<file path="config.mk">
export PLATFORM = sky130hd
export DESIGN_NAME = clock_divider_bank
export DESIGN_NICKNAME = d
export VERILOG_FILES = /design/src/rtl/clkdiv_pkg.sv /design/src/rtl/clock_divider_channel.sv /design/src/rtl/clock_divider_bank.sv
export SDC_FILE = /design/constraint.sdc
export NUM_CORES = 2
export LEC_CHECK = 0
export CORE_AREA = 2 2 247 249
export DETAILED_ROUTE_END_ITERATION = 8
export DIE_AREA = 0 0 249 251
export GPL_ROUTABILITY_DRIVEN = 0
export GPL_TIMING_DRIVEN = 0
export MAX_ROUTING_LAYER = met4
export PLACE_DENSITY = 0.67
export SYNTH_ARGS = -nofsm -noshare
export SYNTH_HDL_FRONTEND = slang
export SYNTH_SLANG_ARGS = --single-unit
</file>
<file path="constraint.sdc">
create_clock -name clk_in -period 15.15 [get_ports clk_in]
set_input_delay 3.03 -clock clk_in [delete_from_list [all_inputs] [get_ports clk_in]]
set_output_delay 3.03 -clock clk_in [all_outputs]
set_load 0.03 [all_outputs]
</file>
<file path="src/rtl/clkdiv_pkg.sv">
// rtl/clkdiv_pkg.sv - shared constants and config clamp helpers for the clock divider bank
package clkdiv_pkg;

    localparam int MIN_PERIOD = 2;

    // Clamps keep every active config toggling: 2 <= P, 1 <= H <= P-1, phase < P.
    function automatic logic [31:0] clamp_period(input logic [31:0] p);
        return (p < 32'(MIN_PERIOD)) ? 32'(MIN_PERIOD) : p;
    endfunction

    function automatic logic [31:0] clamp_high(input logic [31:0] h, input logic [31:0] p);
        logic [31:0] hh;
        hh = (h == 32'd0) ? 32'd1 : h;
        return (hh > p - 32'd1) ? p - 32'd1 : hh;
    endfunction

    function automatic logic [31:0] clamp_phase(input logic [31:0] ph, input logic [31:0] p);
        return (ph < p) ? ph : 32'd0;
    endfunction

endpackage

</file>
<file path="src/rtl/clock_divider_channel.sv">
// rtl/clock_divider_channel.sv - one divider channel: counter, shadow/active config, output regs
module clock_divider_channel
    import clkdiv_pkg::*;
#(
    parameter int W          = 16,
    parameter int DEF_PERIOD = 2
) (
    input  logic         clk_in,
    input  logic         rst,
    input  logic         cfg_we,
    input  logic [W-1:0] cfg_period,
    input  logic [W-1:0] cfg_high,
    input  logic [W-1:0] cfg_phase,
    input  logic         en,
    input  logic         sync,
    output logic         clk_out,
    output logic         tick,
    output logic         cfg_pending
);

    typedef struct packed {
        logic [W-1:0] period;
        logic [W-1:0] high;
        logic [W-1:0] phase;
    } cfg_t;

    localparam cfg_t DEF_CFG = '{period: W'(DEF_PERIOD), high: W'(DEF_PERIOD / 2), phase: '0};

    cfg_t         act_q, act_d, sh_q, sh_d, clp;
    logic [W-1:0] cnt_q, cnt_d;
    logic         pending_q, pending_d;
    logic         en_q;
    logic         clk_q, clk_d, tick_q, tick_d;
    logic         wrap, load;

    always_comb begin
        sh_d = sh_q;
        if (cfg_we) begin
            sh_d = '{period: cfg_period, high: cfg_high, phase: cfg_phase};
        end

        clp.period = W'(clamp_period(32'(sh_d.period)));
        clp.high   = W'(clamp_high(32'(sh_d.high), 32'(clp.period)));
        clp.phase  = W'(clamp_phase(32'(sh_d.phase), 32'(clp.period)));

        // Loads only at period boundaries (wrap, idle, sync) so no runt pulse escapes.
        wrap  = en && en_q && (cnt_q == act_q.period - W'(1));
        load  = !en || sync || wrap;
        act_d = load ? clp : act_q;

        pending_d = pending_q;
        if (load) begin
            pending_d = 1'b0;
        end else if (cfg_we) begin
            pending_d = 1'b1;
        end

        if (!en || !en_q || sync) begin
            cnt_d = act_d.phase;
        end else if (wrap) begin
            cnt_d = '0;
        end else begin
            cnt_d = cnt_q + W'(1);
        end

        clk_d  = en && (cnt_d < act_d.high);
        tick_d = en && (cnt_d == '0);
    end

    always_ff @(posedge clk_in or posedge rst) begin
        if (rst) begin
            cnt_q     <= '0;
            act_q     <= DEF_CFG;
            sh_q      <= DEF_CFG;
            pending_q <= 1'b0;
            en_q      <= 1'b0;
            clk_q     <= 1'b0;
            tick_q    <= 1'b0;
        end else begin
            cnt_q     <= cnt_d;
            act_q     <= act_d;
            sh_q      <= sh_d;
            pending_q <= pending_d;
            en_q      <= en;
            clk_q     <= clk_d;
            tick_q    <= tick_d;
        end
    end

    assign clk_out     = clk_q;
    assign tick        = tick_q;
    assign cfg_pending = pending_q;

endmodule

</file>
<file path="src/rtl/clock_divider_bank.sv">
// rtl/clock_divider_bank.sv - N-channel programmable clock divider with common sync realignment
module clock_divider_bank
    import clkdiv_pkg::*;
#(
    parameter int N_CH       = 4,
    parameter int W          = 16,
    parameter int DEF_PERIOD = 2,
    localparam int CH_W      = (N_CH > 1) ? $clog2(N_CH) : 1
) (
    input  logic            clk_in,
    input  logic            rst,
    input  logic            cfg_we,
    input  logic [CH_W-1:0] cfg_ch,
    input  logic [W-1:0]    cfg_period,
    input  logic [W-1:0]    cfg_high,
    input  logic [W-1:0]    cfg_phase,
    input  logic [N_CH-1:0] en,
    input  logic            sync,
    output logic [N_CH-1:0] clk_out,
    output logic [N_CH-1:0] tick,
    output logic [N_CH-1:0] cfg_pending
);

    // Channel indices at or above N_CH never match, so such writes are dropped.
    for (genvar i = 0; i < N_CH; i++) begin : g_ch
        logic ch_we;
        assign ch_we = cfg_we && (cfg_ch == CH_W'(i));

        clock_divider_channel #(
            .W          (W),
            .DEF_PERIOD (DEF_PERIOD)
        ) u_ch (
            .clk_in      (clk_in),
            .rst         (rst),
            .cfg_we      (ch_we),
            .cfg_period  (cfg_period),
            .cfg_high    (cfg_high),
            .cfg_phase   (cfg_phase),
            .en          (en[i]),
            .sync        (sync),
            .clk_out     (clk_out[i]),
            .tick        (tick[i]),
            .cfg_pending (cfg_pending[i])
        );
    end

endmodule

</file>
==> results.json <==
{
  "critical_path_class": "input port to flip-flop",
  "netlist_area_sq_mm": 0.0290,
  "yosysWarningCount": 0,
  "synth.most_common_cell": "dfrtp_1",
  "clk_path_buf_depth": 3,
  "overflow": 0,
  "crit_start": "cfg_period[10]",
  "rows": 90,
  "r2r_cells": 30,
  "ctsHoldBuffers": 0,
  "synth_common_cells": "448 x dfrtp_1, 438 x nand2_1, 245 x inv_1",
  "cts_sinks": 464,
  "drt-pass1-iter-count": 5,
  "powerDensity_mw_per_mm2": 151,
  "whs_ns": 0.457,
  "ys_types": 79,
  "synthCells": 3204,
  "worst_pin_slew_ns": 1.23,
  "status": "complete, no violations",
  "rr_startpoint": "g_ch[1].u_ch.sh_q[47]",
  "ys_seq_area_share_pct": 40.1,
  "initial_utilization_pct": 48.5,
  "critical_path.max_fanout": 10,
  "grt_max_degree": 44,
  "post-place-ws_ns": 4.15,
  "cts_tree": "built",
  "fin_setup_tns_ns": 0,
  "timing.final.ws_setup_ns": 4.54,
  "root_buffer": "clkbuf_16",
  "r2r_end": "g_ch[1].u_ch.clk_out",
  "grt_pass1_vias": 23600,
  "grt_pass1_wl_microns": 142000,
  "hold_viol": 0,
  "worst_slew_margin_rel_pct": 18.3,
  "antenna_found_initial": 3,
  "vias_per_cell": 5.97,
  "crit_path_max_incr_delay_ns": 0.71,
  "start_kind": "input port",
  "ant_nets": 0,
  "h-tree-depth": 2,
  "synthTopCellsByArea": "dfrtp_1 39%, ha_1 8.5%, mux2i_1 7.7%, nand2_1 5.7%, xnor2_1 4.0%",
  "clock-skew-final_ns": 0.0198,
  "synthFlopType": "dfrtp_1",
  "drive_gt1_share_pct": 6.70,
  "die_width_microns": 249,
  "clk_pin_slew_ns": 0.06,
  "async_flop_share_pct": 100,
  "rsz0062_at_grt": "false",
  "cts_post_setup_buffers_inserted": 0,
  "fin_crit_sh_pct": 70.0,
  "utilization_pct": 54.4,
  "arrival_ns": 11.14,
  "clk_latency_ns": 0.62,
  "synth_edf_count": 0,
  "drv_slew": 0,
  "synth.largest_area_cell": "dfrtp_1",
  "grt_use_total_pct": 30.6,
  "post_drt_wl_per_cell_microns": 22.5,
  "wirelength_microns": 93600,
  "vdd_ir_drop_max_v": 0.0000940,
  "syn2layout_area_growth_pct": 12.2,
  "syn_area_per_cell_sq_um": 9.05,
  "place_hpwl_microns": 71100,
  "dieArea_sq_mm": 0.0625,
  "leakage_nw": 15.6,
  "worstHoldPathType": "flip-flop to flip-flop",
  "cp_slowest_cell": "clkdlybuf4s50_1",
  "endpoint": "g_ch[1].u_ch.clk_out",
  "via_count": 24800,
  "core_sq_mm": 0.0598,
  "synth_top_area_share_pct": 38.7,
  "power.total_mw": 4.93,
  "period_minus_slack_ns": 10.61,
  "nNetsFinal": 3582,
  "syn_nets": 3458,
  "end_kind": "flip-flop",
  "cts_buffers": 53,
  "setup_violations": 0,
  "boundaryPins": 70,
  "r2r_slack_ns": 7.61,
  "drc": 0,
  "drv_cap": 0,
  "die_h_microns": 251,
  "fmax_mhz": 94.2,
  "portBuffers": 56,
  "crit_required_ns": 15.68,
  "synth-seq-cells": 464,
  "cts_resized": 0,
  "drtIter0Drc": 2432
}
## stage by stage
stage	std cells	instance area (sq um)
2_1_floorplan	3204	29000
6_report	4156	32500
3_5_place_dp	4055	30800
4_1_cts	4153	32500
3_3_place_gp	4042	30500
5_1_grt	4156	32500
## registers in the layout, summed over array words and instances, names as in the netlist
name and flops:
g_ch.u_ch.cfg_pending 4, g_ch.u_ch.sh_q 192, g_ch.u_ch.cnt_q 64, g_ch.u_ch.act_q 192, g_ch.u_ch.clk_out 4, g_ch.u_ch.tick 4, g_ch.u_ch.en_q 4
## worst min path at each step
stage,to,cells after the start,slack (ns),from
3_3_place_gp,g_ch[2].u_ch.act_q[16],2,0.44,g_ch[2].u_ch.act_q[16]
2_1_floorplan,g_ch[2].u_ch.act_q[16],2,0.43,g_ch[2].u_ch.act_q[16]
4_1_cts,g_ch[2].u_ch.act_q[16],2,0.46,g_ch[2].u_ch.act_q[16]
5_1_grt,g_ch[2].u_ch.act_q[16],2,0.48,g_ch[2].u_ch.act_q[16]
3_5_place_dp,g_ch[2].u_ch.act_q[16],2,0.45,g_ch[2].u_ch.act_q[16]
6_report,g_ch[2].u_ch.act_q[16],2,0.46,g_ch[2].u_ch.act_q[16]
## per-layer routing
metal	vias up	track usage, %	share of wire (%)
met3	193	6.26	9.0
met2	1108	46.0	44
met4	0	10.1	3.5
met1	12000	41.5	44
li1	11500	-	-
met5	-	-	0
## cell type report
| cell class | instances | area [sq um] |
|---|---|---|
| flip-flops and latches | 464 | 11600 |
| inverters | 246 | 927 |
| clock buffers | 81 | 1580 |
| fillers | 5525 | 27300 |
| multi-input cells | 2334 | 15800 |
| diodes | 3 | 7.51 |
| clock inverters | 17 | 144 |
| repair buffers | 69 | 812 |
| plain buffers | 160 | 681 |
| well taps | 782 | 978 |
## cell usage in the layout, fill, tap and decap left out, types with 14 or more instances in the layout
cell type	instances
clkbuf_16	55
o21ai_0	107
mux2_2	42
xnor2_1	134
a22oi_1	16
a31oi_1	17
ha_1	196
nand4_1	61
buf_1	24
dfrtp_1	448
nor3_1	78
o21a_1	14
or2_2	26
o211ai_1	18
nand2b_1	25
buf_2	18
nand3_1	91
clkbuf_1	118
mux2i_1	224
nor2_1	228
o31ai_1	71
o22ai_1	14
and4_1	17
nor4_1	56
inv_1	244
clkdlybuf4s50_1	56
or3_1	18
a21oi_1	141
xor2_1	52
nor2b_1	24
dfstp_2	16
nand2_1	438
a21o_1	45
nand3b_1	14
## kinds of logic (layout without fill, tap and decap cells)
group	Yosys count	in the layout	synth area share, %
compound gates	544	544	12.2
xor+xnor	186	186	5.62
fa+ha+maj	196	196	8.46
buf+inv	406	573	5.53
flops	464	464	40.1
mux	266	266	9.36
other cells	0	3	0
simple gates	1142	1142	18.8
## power breakdown
part	total [mW]	switching (mW)	internal, mW
combinational	1.86	1.13	0.730
clock	1.30	0.546	0.751
sequential	1.76	0.216	1.55
total	4.93	1.90	3.03
## critical path: cells and delay by family
family / cells / cell delay [ns]
adder cells (fa/ha/maj): 3 / 0.83
buffers and inverters: 3 / 1.24
XOR/XNOR: 1 / 0.30
multiplexers: 1 / 0.26
AO/OA/AOI/OAI: 13 / 2.68
AND/OR/NAND/NOR: 10 / 2.83
No activity file was read; power rests on OpenSTA's default activity.
